[src/rtl/mem_wb_stage.sv]
// Memory-access / write-back stage of the 5-stage MIPS pipeline.
// Runs loads and stores over a req/ack port and drives the register-file write port.
module mem_wb_stage #(
  parameter bit ALLOW_R0_WRITE = 1'b0
) (
  input  logic        clk,
  input  logic        rst,
  input  logic        valid_i,
  input  logic        if_reg_write_i,
  input  logic        if_mem_read_i,
  input  logic        if_mem_write_i,
  input  logic [5:0]  op_i,
  input  logic [31:0] alu_result_i,
  input  logic [31:0] store_data_i,
  input  logic [4:0]  data_write_reg_i,
  output logic        stall_o,
  output logic        mem_req,
  output logic        mem_we,
  output logic [31:0] mem_addr,
  output logic [3:0]  mem_be,
  output logic [31:0] mem_wdata,
  input  logic [31:0] mem_rdata,
  input  logic        mem_ack,
  output logic        reg_write,
  output logic [4:0]  write_reg,
  output logic [31:0] write_data
);

  localparam logic [5:0] OP_RTYPE = 6'b000000;
  localparam logic [5:0] OP_JAL   = 6'b000011;
  localparam logic [5:0] OP_ADDI  = 6'b001000;
  localparam logic [5:0] OP_ADDIU = 6'b001001;
  localparam logic [5:0] OP_ANDI  = 6'b001100;
  localparam logic [5:0] OP_ORI   = 6'b001101;
  localparam logic [5:0] OP_XORI  = 6'b001110;
  localparam logic [5:0] OP_LUI   = 6'b001111;
  localparam logic [5:0] OP_LB    = 6'b100000;
  localparam logic [5:0] OP_SB    = 6'b101000;

  typedef enum logic {
    IDLE,
    ACCESS
  } state_t;

  state_t      r_state;
  logic        r_is_load;
  logic        r_is_byte;
  logic [4:0]  r_rt;
  logic [1:0]  r_lane;

  logic        w_is_mem;
  logic        w_is_byte;
  logic        w_op_we;
  logic        w_alu_we;
  logic        w_alu_dst_ok;
  logic        w_ld_dst_ok;
  logic [3:0]  w_be;
  logic [31:0] w_wdata;
  logic [7:0]  w_byte;
  logic [31:0] w_load_data;

  assign stall_o   = (r_state == ACCESS);
  assign w_is_mem  = if_mem_read_i | if_mem_write_i;
  assign w_is_byte = (op_i == OP_LB) | (op_i == OP_SB);

  // Opcodes whose result always lands in the register file
  always_comb begin
    w_op_we = 1'b0;
    case (op_i)
      OP_RTYPE, OP_JAL, OP_ADDI, OP_ADDIU,
      OP_ANDI, OP_ORI, OP_XORI, OP_LUI: w_op_we = 1'b1;
      default:                          w_op_we = 1'b0;
    endcase
  end

  assign w_alu_we     = if_reg_write_i | w_op_we;
  assign w_alu_dst_ok = ALLOW_R0_WRITE | (data_write_reg_i != 5'd0);
  assign w_ld_dst_ok  = ALLOW_R0_WRITE | (r_rt != 5'd0);

  always_comb begin
    w_be    = 4'b1111;
    w_wdata = store_data_i;
    if (w_is_byte) begin
      w_be    = 4'b0001 << alu_result_i[1:0];
      w_wdata = {4{store_data_i[7:0]}};
    end
  end

  always_comb begin
    w_byte = mem_rdata[7:0];
    unique case (r_lane)
      2'd0: w_byte = mem_rdata[7:0];
      2'd1: w_byte = mem_rdata[15:8];
      2'd2: w_byte = mem_rdata[23:16];
      2'd3: w_byte = mem_rdata[31:24];
      default: w_byte = mem_rdata[7:0];
    endcase
  end

  assign w_load_data = r_is_byte ? {{24{w_byte[7]}}, w_byte} : mem_rdata;

  always_ff @(posedge clk or posedge rst) begin
    if (rst) begin
      r_state    <= IDLE;
      r_is_load  <= 1'b0;
      r_is_byte  <= 1'b0;
      r_rt       <= 5'd0;
      r_lane     <= 2'd0;
      mem_req    <= 1'b0;
      mem_we     <= 1'b0;
      mem_addr   <= 32'd0;
      mem_be     <= 4'd0;
      mem_wdata  <= 32'd0;
      reg_write  <= 1'b0;
      write_reg  <= 5'd0;
      write_data <= 32'd0;
    end else begin
      reg_write <= 1'b0;
      unique case (r_state)
        IDLE: begin
          if (valid_i && w_is_mem) begin
            r_state   <= ACCESS;
            r_is_load <= if_mem_read_i & ~if_mem_write_i;
            r_is_byte <= w_is_byte;
            r_rt      <= data_write_reg_i;
            r_lane    <= alu_result_i[1:0];
            mem_req   <= 1'b1;
            mem_we    <= if_mem_write_i;
            mem_addr  <= {alu_result_i[31:2], 2'b00};
            mem_be    <= w_be;
            mem_wdata <= w_wdata;
          end else if (valid_i) begin
            reg_write  <= w_alu_we & w_alu_dst_ok;
            write_reg  <= data_write_reg_i;
            write_data <= alu_result_i;
          end
        end
        ACCESS: begin
          // Request fields stay frozen until the ack edge
          if (mem_ack) begin
            r_state <= IDLE;
            mem_req <= 1'b0;
            mem_we  <= 1'b0;
            if (r_is_load) begin
              reg_write  <= w_ld_dst_ok;
              write_reg  <= r_rt;
              write_data <= w_load_data;
            end
          end
        end
        default: r_state <= IDLE;
      endcase
    end
  end

endmodule

[config.mk]
export PLATFORM = sky130hd
export DESIGN_NAME = mem_wb_stage
export DESIGN_NICKNAME = d
export VERILOG_FILES = /design/src/rtl/mem_wb_stage.sv
export SDC_FILE = /design/constraint.sdc
export NUM_CORES = 1
export LEC_CHECK = 0
export CAP_MARGIN = 25
export CORE_ASPECT_RATIO = 0.5
export CORE_UTILIZATION = 40
export CTS_BUF_LIST = sky130_fd_sc_hd__clkbuf_4 sky130_fd_sc_hd__clkbuf_8 sky130_fd_sc_hd__clkbuf_16
export DETAILED_ROUTE_END_ITERATION = 10
export PLACE_DENSITY = 0.75
export SYNTH_ARGS = -nofsm -noshare
export SYNTH_HDL_FRONTEND = slang
export SYNTH_SLANG_ARGS = --single-unit
[constraint.sdc]
create_clock -name clk -period 5.7 [get_ports clk]
set_input_delay 1.14 -clock clk [delete_from_list [all_inputs] [get_ports clk]]
set_output_delay 1.14 -clock clk [all_outputs]
set_load 0.02 [all_outputs]
==> reports/qor.yml <==
status: "complete, no violations"
end_kind: "output port"
syn_inst: 598
ctsResizeCount: 0
r2r_setup_slack_ps: 2740
cts.sinks: 116
grt_pass1_wl_um: 26800
vias: 5019
netlist_top_cells_area: "dfrtp_1 51%, nand2_1 12%, a221oi_2 6.7%"
cp_max_fo: 44
max_cap_viol_count: 0
hp-start: "mem_addr[7]$_DFFE_PP0P_"
syn_area_per_cell_um2: 9.43
cts_buffer_depth: 2
yosys_warnings: 0
clkLatencyLatePin_ps: 400
worstSetupPathType: "flip-flop to output port"
max_freq_mhz: 306
power.total_mw: 3.73
drt_iter0_drc: 318
crit_path_max_incr_delay_ps: 980
drt_wl_total_um: 17000
p_leak_nw: 3.95
rows: 30
crit_slowest_cell: "dfrtp_2"
ff2ff_path_depth: 5
diodes: 0
final_nets: 917
pre_cts_slack_ps: 2090
startpoint_type: "flip-flop"
hold_class: "flip-flop to flip-flop"
postCtsSetupBuffers: 0
seq_area_frac_synth_pct: 51.5
place_congestion: 0.801
final_max_slew_viol_count: 0
root_buffer: "clkbuf_16"
ant_nets: 0
synth.top_cell.area_share_pct: 51.5
rsz0062_at_grt: "no"
yosysTopAreaCell: "dfrtp_1"
io_pins: 223
top_regs: "mem_wdata x32, write_data x32, mem_addr x30"
hold_depth: 2
powerDensity_nw_per_um2: 433
synth_area_um2: 5640
wl_per_cell_um: 16.9
die_h_um: 86.0
setup_viol: 0
area_growth_pct: 53.0
worst_slew_pin_slew_ps: 932
placed_cell_area_um2: 7900
path_cells: "clkdlybuf4s50_1"
numCtsBuffers: 17
skew_ps: 6.18
drc: 0
fin_area_um2: 8620
finish.utilization_pct: 63.1
crit_required_ps: 4560
grt_max_degree: 89
core_area_um2: 13700
crit_arrival_ps: 2130
layout_setup_ws_ps: 2430
drive_gt1_share_pct: 9.33
gr-total-overflow: 0
die_area_um2: 14600
rr_startpoint: "stall_o$_DFF_PP0_"
grt_util_all_layers_pct: 23.8
irDropWorstVdd_uv: 190
antenna_found_initial: 0
die_w_um: 170
hold_end: "mem_addr[7]$_DFFE_PP0P_"
ys_types: 35
ys_ff_latch: 116
cts_tree: "yes"
finalCritPeriodShare_pct: 57.4
tns_ps: 0
clk_pin_slew_ps: 60
cts.hold.buffers_added: 0
grt_pass1_vias: 5106
hold_viol: 0
layout.cells.non_filler: 1007
slew_headroom_pct: 37.9
place_inst: 972
viasPerCell: 4.98
holdWs_ps: 473
r2r-end: "write_data[23]$_DFFE_PP0P_"
min_period_ps: 3270
worstPathBufferInverterCount: 1
h-tree-depth: 4
firstDrtPassIters: 5
start_util_pct: 41.3
portBuffers: 220
critical_path.top_delay_family: "flip-flops"
place_hpwl_um: 11900
## synthesized netlist by cell type
cell,instances
nand2_1,176
dfrtp_1,116
nor2_1,66
mux2i_1,37
o21ai_0,28
nand2b_1,26
a221oi_2,25
buf_2,18
clkbuf_1,15
a31oi_1,14
a21oi_1,13
inv_1,13
nor3_1,7
o2111ai_1,7
o21ai_1,7
buf_6,5
buf_4,4
buf_12,2
nor2b_1,2
or4_1,2
a21o_1,1
a21oi_4,1
a22oi_1,1
and2_1,1
and3_4,1
conb_1,1
ha_1,1
mux2_4,1
nand3b_1,1
nand4bb_1,1
nor2b_4,1
o21ai_2,1
o21bai_1,1
o311ai_0,1
o31ai_1,1
## layout make-up
cell class	count	area, um^2
repair buffers	228	2330
inverters	13	51.3
flip-flops and latches	116	2900
clock inverters	13	205
well taps	192	240
multi-input cells	426	2440
clock buffers	19	447
fillers	1142	5040
## how the worst max path moves through the flow
stage / start / cells after the start / endpoint / slack, ps
3_3_place_gp: if_mem_write_i / 6 / write_data[14]$_DFFE_PP0P_ / 2180
2_1_floorplan: rst / 1 / mem_addr[10]$_DFFE_PP0P_ / 1490
6_report: stall_o$_DFF_PP0_ / 1 / stall_o / 2430
5_1_grt: if_mem_write_i / 6 / write_data[23]$_DFFE_PP0P_ / 2270
3_5_place_dp: if_mem_write_i / 6 / write_data[23]$_DFFE_PP0P_ / 2090
4_1_cts: stall_o$_DFF_PP0_ / 1 / stall_o / 2410
## where the power goes
group	internal, mW	total [mW]	switching (mW)
clock	0.792	1.18	0.389
combinational	0.637	1.32	0.683
sequential	1.06	1.23	0.168
total	2.49	3.73	1.24
## per-layer routing
metal | up-vias | track usage [%] | routed length [um]
li1 | 2413 | - | -
met1 | 2398 | 29.7 | 7260
met2 | 168 | 40.0 | 8170
met3 | 40 | 6.28 | 1120
met4 | 0 | 8.93 | 418
met5 | - | 0 | 0
## layout by cell type (no fill, tap or decap), types with 4 or more instances in the layout
| cell | instances |
|---|---|
| a221oi_2 | 25 |
| bufinv_16 | 5 |
| inv_1 | 12 |
| a31oi_1 | 14 |
| dfrtp_1 | 115 |
| o21ai_1 | 6 |
| clkdlybuf4s50_1 | 220 |
| nor2_1 | 66 |
| mux2i_1 | 37 |
| nand2_1 | 176 |
| clkbuf_16 | 17 |
| buf_4 | 4 |
| a21oi_1 | 13 |
| nand2b_1 | 26 |
| o2111ai_1 | 7 |
| o21ai_0 | 28 |
| nor3_1 | 7 |
## cell families after synthesis
logic type / Yosys count / share of synthesized area, %
and+or+nand+nor: 284 / 21.0
DFF: 116 / 51.5
AOI/OAI and AO/OA: 101 / 14.7
buffers and inverters: 57 / 5.70
muxes: 38 / 6.84
adders and majority gates: 1 / 0.222
other: 1 / 0.0665
Note: power is estimated with default switching activity, not from simulation.
